--- src/rtl/sync_fifo_param.sv ---
// ============================================================================
// Module      : sync_fifo_param
// Description : Parametrised single-clock FIFO with occupancy count,
//               programmable almost-full/almost-empty flags, overflow and
//               underflow pulses, and registered or first-word-fall-through
//               read data.
// Revision    : 1.0  initial release
// ============================================================================
`default_nettype none

module sync_fifo_param #(
  parameter int DATA_W   = 32,
  parameter int DEPTH    = 8,
  parameter int AF_LEVEL = DEPTH - 2,
  parameter int AE_LEVEL = 2,
  parameter int FWFT     = 0
) (
  input  logic                     Clk,
  input  logic                     Rst,
  input  logic                     EN,
  input  logic                     WR,
  input  logic [DATA_W-1:0]        dataIn,
  input  logic                     RD,
  output logic [DATA_W-1:0]        dataOut,
  output logic [$clog2(DEPTH):0]   COUNT,
  output logic                     EMPTY,
  output logic                     FULL,
  output logic                     ALMOST_EMPTY,
  output logic                     ALMOST_FULL,
  output logic                     OVERFLOW,
  output logic                     UNDERFLOW
);

  localparam int AW = $clog2(DEPTH);

  // Thresholds narrowed to the count width so comparisons are width-matched.
  localparam logic [AW:0] FULL_CNT = DEPTH[AW:0];
  localparam logic [AW:0] AF_CNT   = AF_LEVEL[AW:0];
  localparam logic [AW:0] AE_CNT   = AE_LEVEL[AW:0];
  localparam logic [AW:0] PTR_ONE  = {{AW{1'b0}}, 1'b1};

  // Reject configurations the pointer arithmetic cannot support.
  generate
    if (DATA_W < 1) begin : g_bad_width
      $error("sync_fifo_param: DATA_W must be >= 1");
    end
    if ((DEPTH < 2) || ((DEPTH & (DEPTH - 1)) != 0)) begin : g_bad_depth
      $error("sync_fifo_param: DEPTH must be a power of 2 and >= 2");
    end
    if (!((AE_LEVEL < AF_LEVEL) && (AF_LEVEL <= DEPTH))) begin : g_bad_levels
      $error("sync_fifo_param: require AE_LEVEL < AF_LEVEL <= DEPTH");
    end
  endgenerate

  logic [DATA_W-1:0] mem [DEPTH];

  // Pointers carry one extra wrap bit so full and empty are distinguishable.
  logic [AW:0]   wr_ptr;
  logic [AW:0]   rd_ptr;
  logic [AW-1:0] wr_idx;
  logic [AW-1:0] rd_idx;
  logic [AW:0]   count;
  logic          empty;
  logic          full;
  logic          rd_ok;
  logic          wr_ok;
  logic          overflow_q;
  logic          underflow_q;

  assign wr_idx = wr_ptr[AW-1:0];
  assign rd_idx = rd_ptr[AW-1:0];

  // Occupancy and status flags decoded from the registered pointers.
  always_comb begin
    count        = wr_ptr - rd_ptr;
    empty        = (count == '0);
    full         = (count == FULL_CNT);
    ALMOST_EMPTY = (count <= AE_CNT);
    ALMOST_FULL  = (count >= AF_CNT);
  end

  assign COUNT = count;
  assign EMPTY = empty;
  assign FULL  = full;

  // Accept a read only when data exists; a write into a full FIFO is allowed
  // when the same cycle frees a slot with an accepted read.
  always_comb begin
    rd_ok = EN & RD & ~empty;
    wr_ok = EN & WR & (~full | rd_ok);
  end

  // Pointer advance; reset discards every stored entry.
  always_ff @(posedge Clk) begin
    if (Rst) begin
      wr_ptr <= '0;
      rd_ptr <= '0;
    end else begin
      if (wr_ok) wr_ptr <= wr_ptr + PTR_ONE;
      if (rd_ok) rd_ptr <= rd_ptr + PTR_ONE;
    end
  end

  // Storage array; contents survive reset and only the pointers are cleared.
  always_ff @(posedge Clk) begin
    if (!Rst && wr_ok) begin
      mem[wr_idx] <= dataIn;
    end
  end

  // Rejected-request pulses, one cycle after the offending attempt.
  always_ff @(posedge Clk) begin
    if (Rst) begin
      overflow_q  <= 1'b0;
      underflow_q <= 1'b0;
    end else begin
      overflow_q  <= EN & WR & ~wr_ok;
      underflow_q <= EN & RD & ~rd_ok;
    end
  end

  assign OVERFLOW  = overflow_q;
  assign UNDERFLOW = underflow_q;

  generate
    if (FWFT != 0) begin : g_fwft
      // Head of queue is presented directly; zero while nothing is stored.
      assign dataOut = empty ? '0 : mem[rd_idx];
    end else begin : g_std
      logic [DATA_W-1:0] dout_q;

      // Registered read: capture the head on an accepted pop, hold otherwise.
      always_ff @(posedge Clk) begin
        if (Rst) begin
          dout_q <= '0;
        end else if (rd_ok) begin
          dout_q <= mem[rd_idx];
        end
      end

      assign dataOut = dout_q;
    end
  endgenerate

endmodule

`default_nettype wire

--- config.mk ---
export PLATFORM = sky130hd
export DESIGN_NAME = sync_fifo_param
export DESIGN_NICKNAME = d
export VERILOG_FILES = /design/src/rtl/sync_fifo_param.sv
export SDC_FILE = /design/constraint.sdc
export NUM_CORES = 1
export LEC_CHECK = 0
export ABC_AREA = 1
export CAP_MARGIN = 40
export CORE_UTILIZATION = 40
export DETAILED_ROUTE_END_ITERATION = 10
export PLACE_DENSITY = 0.68
export SYNTH_ARGS = -nofsm -noshare
export SYNTH_HDL_FRONTEND = slang
export SYNTH_SLANG_ARGS = --single-unit
--- constraint.sdc ---
create_clock -name Clk -period 9.65 [get_ports Clk]
set_clock_uncertainty 0.05 [all_clocks]
set_input_delay 1.93 -clock Clk [delete_from_list [all_inputs] [get_ports Clk]]
set_output_delay 1.93 -clock Clk [all_outputs]
set_load 0.005 [all_outputs]
==> metrics <==
gr ovfl total=0; starting DRC count in detailed routing=537; Post-CTS Setup Bufs=0; final core utilization=0.4871; # rows=62; CTS tree=yes; initial core utilization=0.4111; Gate power share=0.126; Worst setup SP type=register; largest cells by area after synthesis=edfxtp_1 64%, nor2_1 9.4%, dfxtp_1 7.0%; Die Y=174.7 µm; Layout area overhead=18.49%; H-tree Lvls=1; leakage power=0.004860 µW; Simple-Gate Fraction of Synth Area=0.1307; commonest non-fill, non-tap cell in the layout=nor2_1; Worst-path clk slew=0.06 ns; PwrDens=210.7 nW/µm²; setup violators final=0; detailed placement HPWL=13850 µm; CTS resizes=0; pins over their slew limit=0; Worst EP required=7.67 ns; mux cell area share after synthesis=0; TritonRoute pass-1 iters=4; adder-cell share of the synthesized area=0.006923; Antenna diodes=0; Worst Path Arrival=2.80 ns; Synth Instances=1002; Switching Share=0.2366; fmax=209.2 MHz; YS warnings=0; status=complete, no violations; Routed WL=24930 µm; Filler Cells Inserted=2514; Setup Total Neg Slack=0 ns; I/O Pins=79; worst min-delay path class=reg2reg; port buffer count=78; Worst VDD drop=122.6 µV; setup repair after global routing missed its margin=false; P_int=2273 µW; CP Capture Type=output pin; Final Critical Period=4.779 ns; Mean Syn Cell Area=11.90 µm²; Slew HR=0.4157; distinct cell type count after synthesis=30; initial antenna violation count=0; Least-Margin Pin Slew=0.8765 ns; hold buffers post-CTS=0; GRT Util Overall=0.1630; Cell Area, Synth=11930 µm²; sw power=704.6 µW; crit share post-route=0.4953; fin nets=1111; largest net degree at the start of global routing=91; Avg WL per Cell=16.89 µm; die width=174.7 µm; Detail Route Antenna Nets=0; Mapped Nets=1045; Critical Path Fanout Max=36; Root Driver=clkbuf_16; clk sinks=298; commonest non-fill, non-tap cells in the layout=296 x nor2_1, 256 x edfxtp_1, 107 x o21ai_0; largest family of logic cells by synthesized area=simple AND/OR/NAND/NOR gates; Clock Latency Late Sink=0.54 ns; Clock power frac=0.385; max-cap violations=0; top cell type's share of synthesized area=0.6445; CTS Buf Count=30; Longest Clk Path Bufs=3; Setup CP Type=reg2out; Synth area leader=edfxtp_1; vias in the first global route=7094; Fin. Hold Viols=0; sequential area share after synthesis=0.7150; Core Region=29010 µm²; placer's final routability congestion estimate=0.7529; Synth Area in XOR/XNOR=0.002937; post-synthesis compound-gate area fraction=0.1093; first-pass GRT wire length=39050 µm; die area=30510 µm²; via count=7397; Residual DRC=0; share of layout cells above drive strength 1=0.09066; sequential share of power=0.490; vias per inst=5.012; Synth Register Bits=298
[cells in the mapped netlist (all sizes together)]
master and instances:
xor2 4, edfxtp 256, nor3 41, buf 38, fa 1, o21bai 32, nand3 11, a21oi 69
clkbuf 24, nor2 300, ha 5, nand3b 1, a211oi 1, nand2 26, dfxtp 42, inv 21
o21ai 130
[cell families after synthesis]
| group | after synthesis |
|---|---|
| and+or+nand+nor | 379 |
| buffers and inverters | 83 |
| adders and majority gates | 6 |
| xor gates and xnor gates | 4 |
| DFF | 298 |
| AOI/OAI and AO/OA | 232 |
[state kept, by name, indices dropped and copies added (netlist names)]
signal and flops:
rd_ptr 4, dataOut 32, OVERFLOW 1, UNDERFLOW 1, mem 256, wr_ptr 4
[cell type report]
cell class                      instances  area [µm²]  share of cell area
Timing Repair Buffer                   96        1016             0.07188
Sequential cell                       298        8534              0.6038
Multi-Input combinational cell        621        3028              0.2142
Clock buffer                           42       837.1             0.05922
Tap cell                              384       480.5             0.03399
Inverter                               21       83.83            0.005931
Clock inverter                         14       153.9             0.01089
[per-layer routing]
layer  up-vias  global-route usage  wire [µm]  part of all wire
li1       3654                   -          -                 -
met1      3543              0.2102      10810              0.43
met2       173              0.2837      12510              0.50
met3        27             0.02698       1268             0.051
met4         0             0.04348        340             0.014
met5         -                   0          0                 0
[critical path, cell delays in order (launching register included)]
cell and delay [ns]:
dfxtp_4 0.47, ha_1 0.26, fa_1 0.52, nand2_1 0.14, nor2_8 0.17, nand3_4 0.13
inv_1 0.08, clkdlybuf4s50_1 0.49
[power groups by stage]
stage          clock network, µW  registers, µW  logic (µW)
6_report                    1150           1460         374
5_1_grt                     1210           1460         415
4_1_cts                     1170           1460         379
3_5_place_dp                   0           1490         377
3_3_place_gp                   0           1490         352
2_1_floorplan                  0           1480         228
[metrics by stage]
stage                     power (µW)  setup WS (ns)  hold WS [ns]  instance area [µm²]  cells
after global routing            3090          4.715        0.4746                14130   1476
after CTS                       3006          4.840        0.4309                14130   1476
after global placement          1844          5.088        0.4178                12990   1414
after floorplan                 1706          4.574        0.4023                11930   1002
after detailed placement        1863          5.418        0.4220                13140   1420
final                           2978          4.871        0.4280                14130   1476
[path summary, 6_finish.rpt]
check	from	end	slack, ns	cells past startpoint
worst min-delay path	rd_ptr[3]	rd_ptr[3]	0.43	2
worst max-delay path	rd_ptr[0]	EMPTY	4.87	7
worst min register to register	rd_ptr[3]	rd_ptr[3]	0.43	2
worst max register to register	rd_ptr[0]	mem[2][13]	6.60	8
Note: power is estimated with default switching activity, not from simulation.
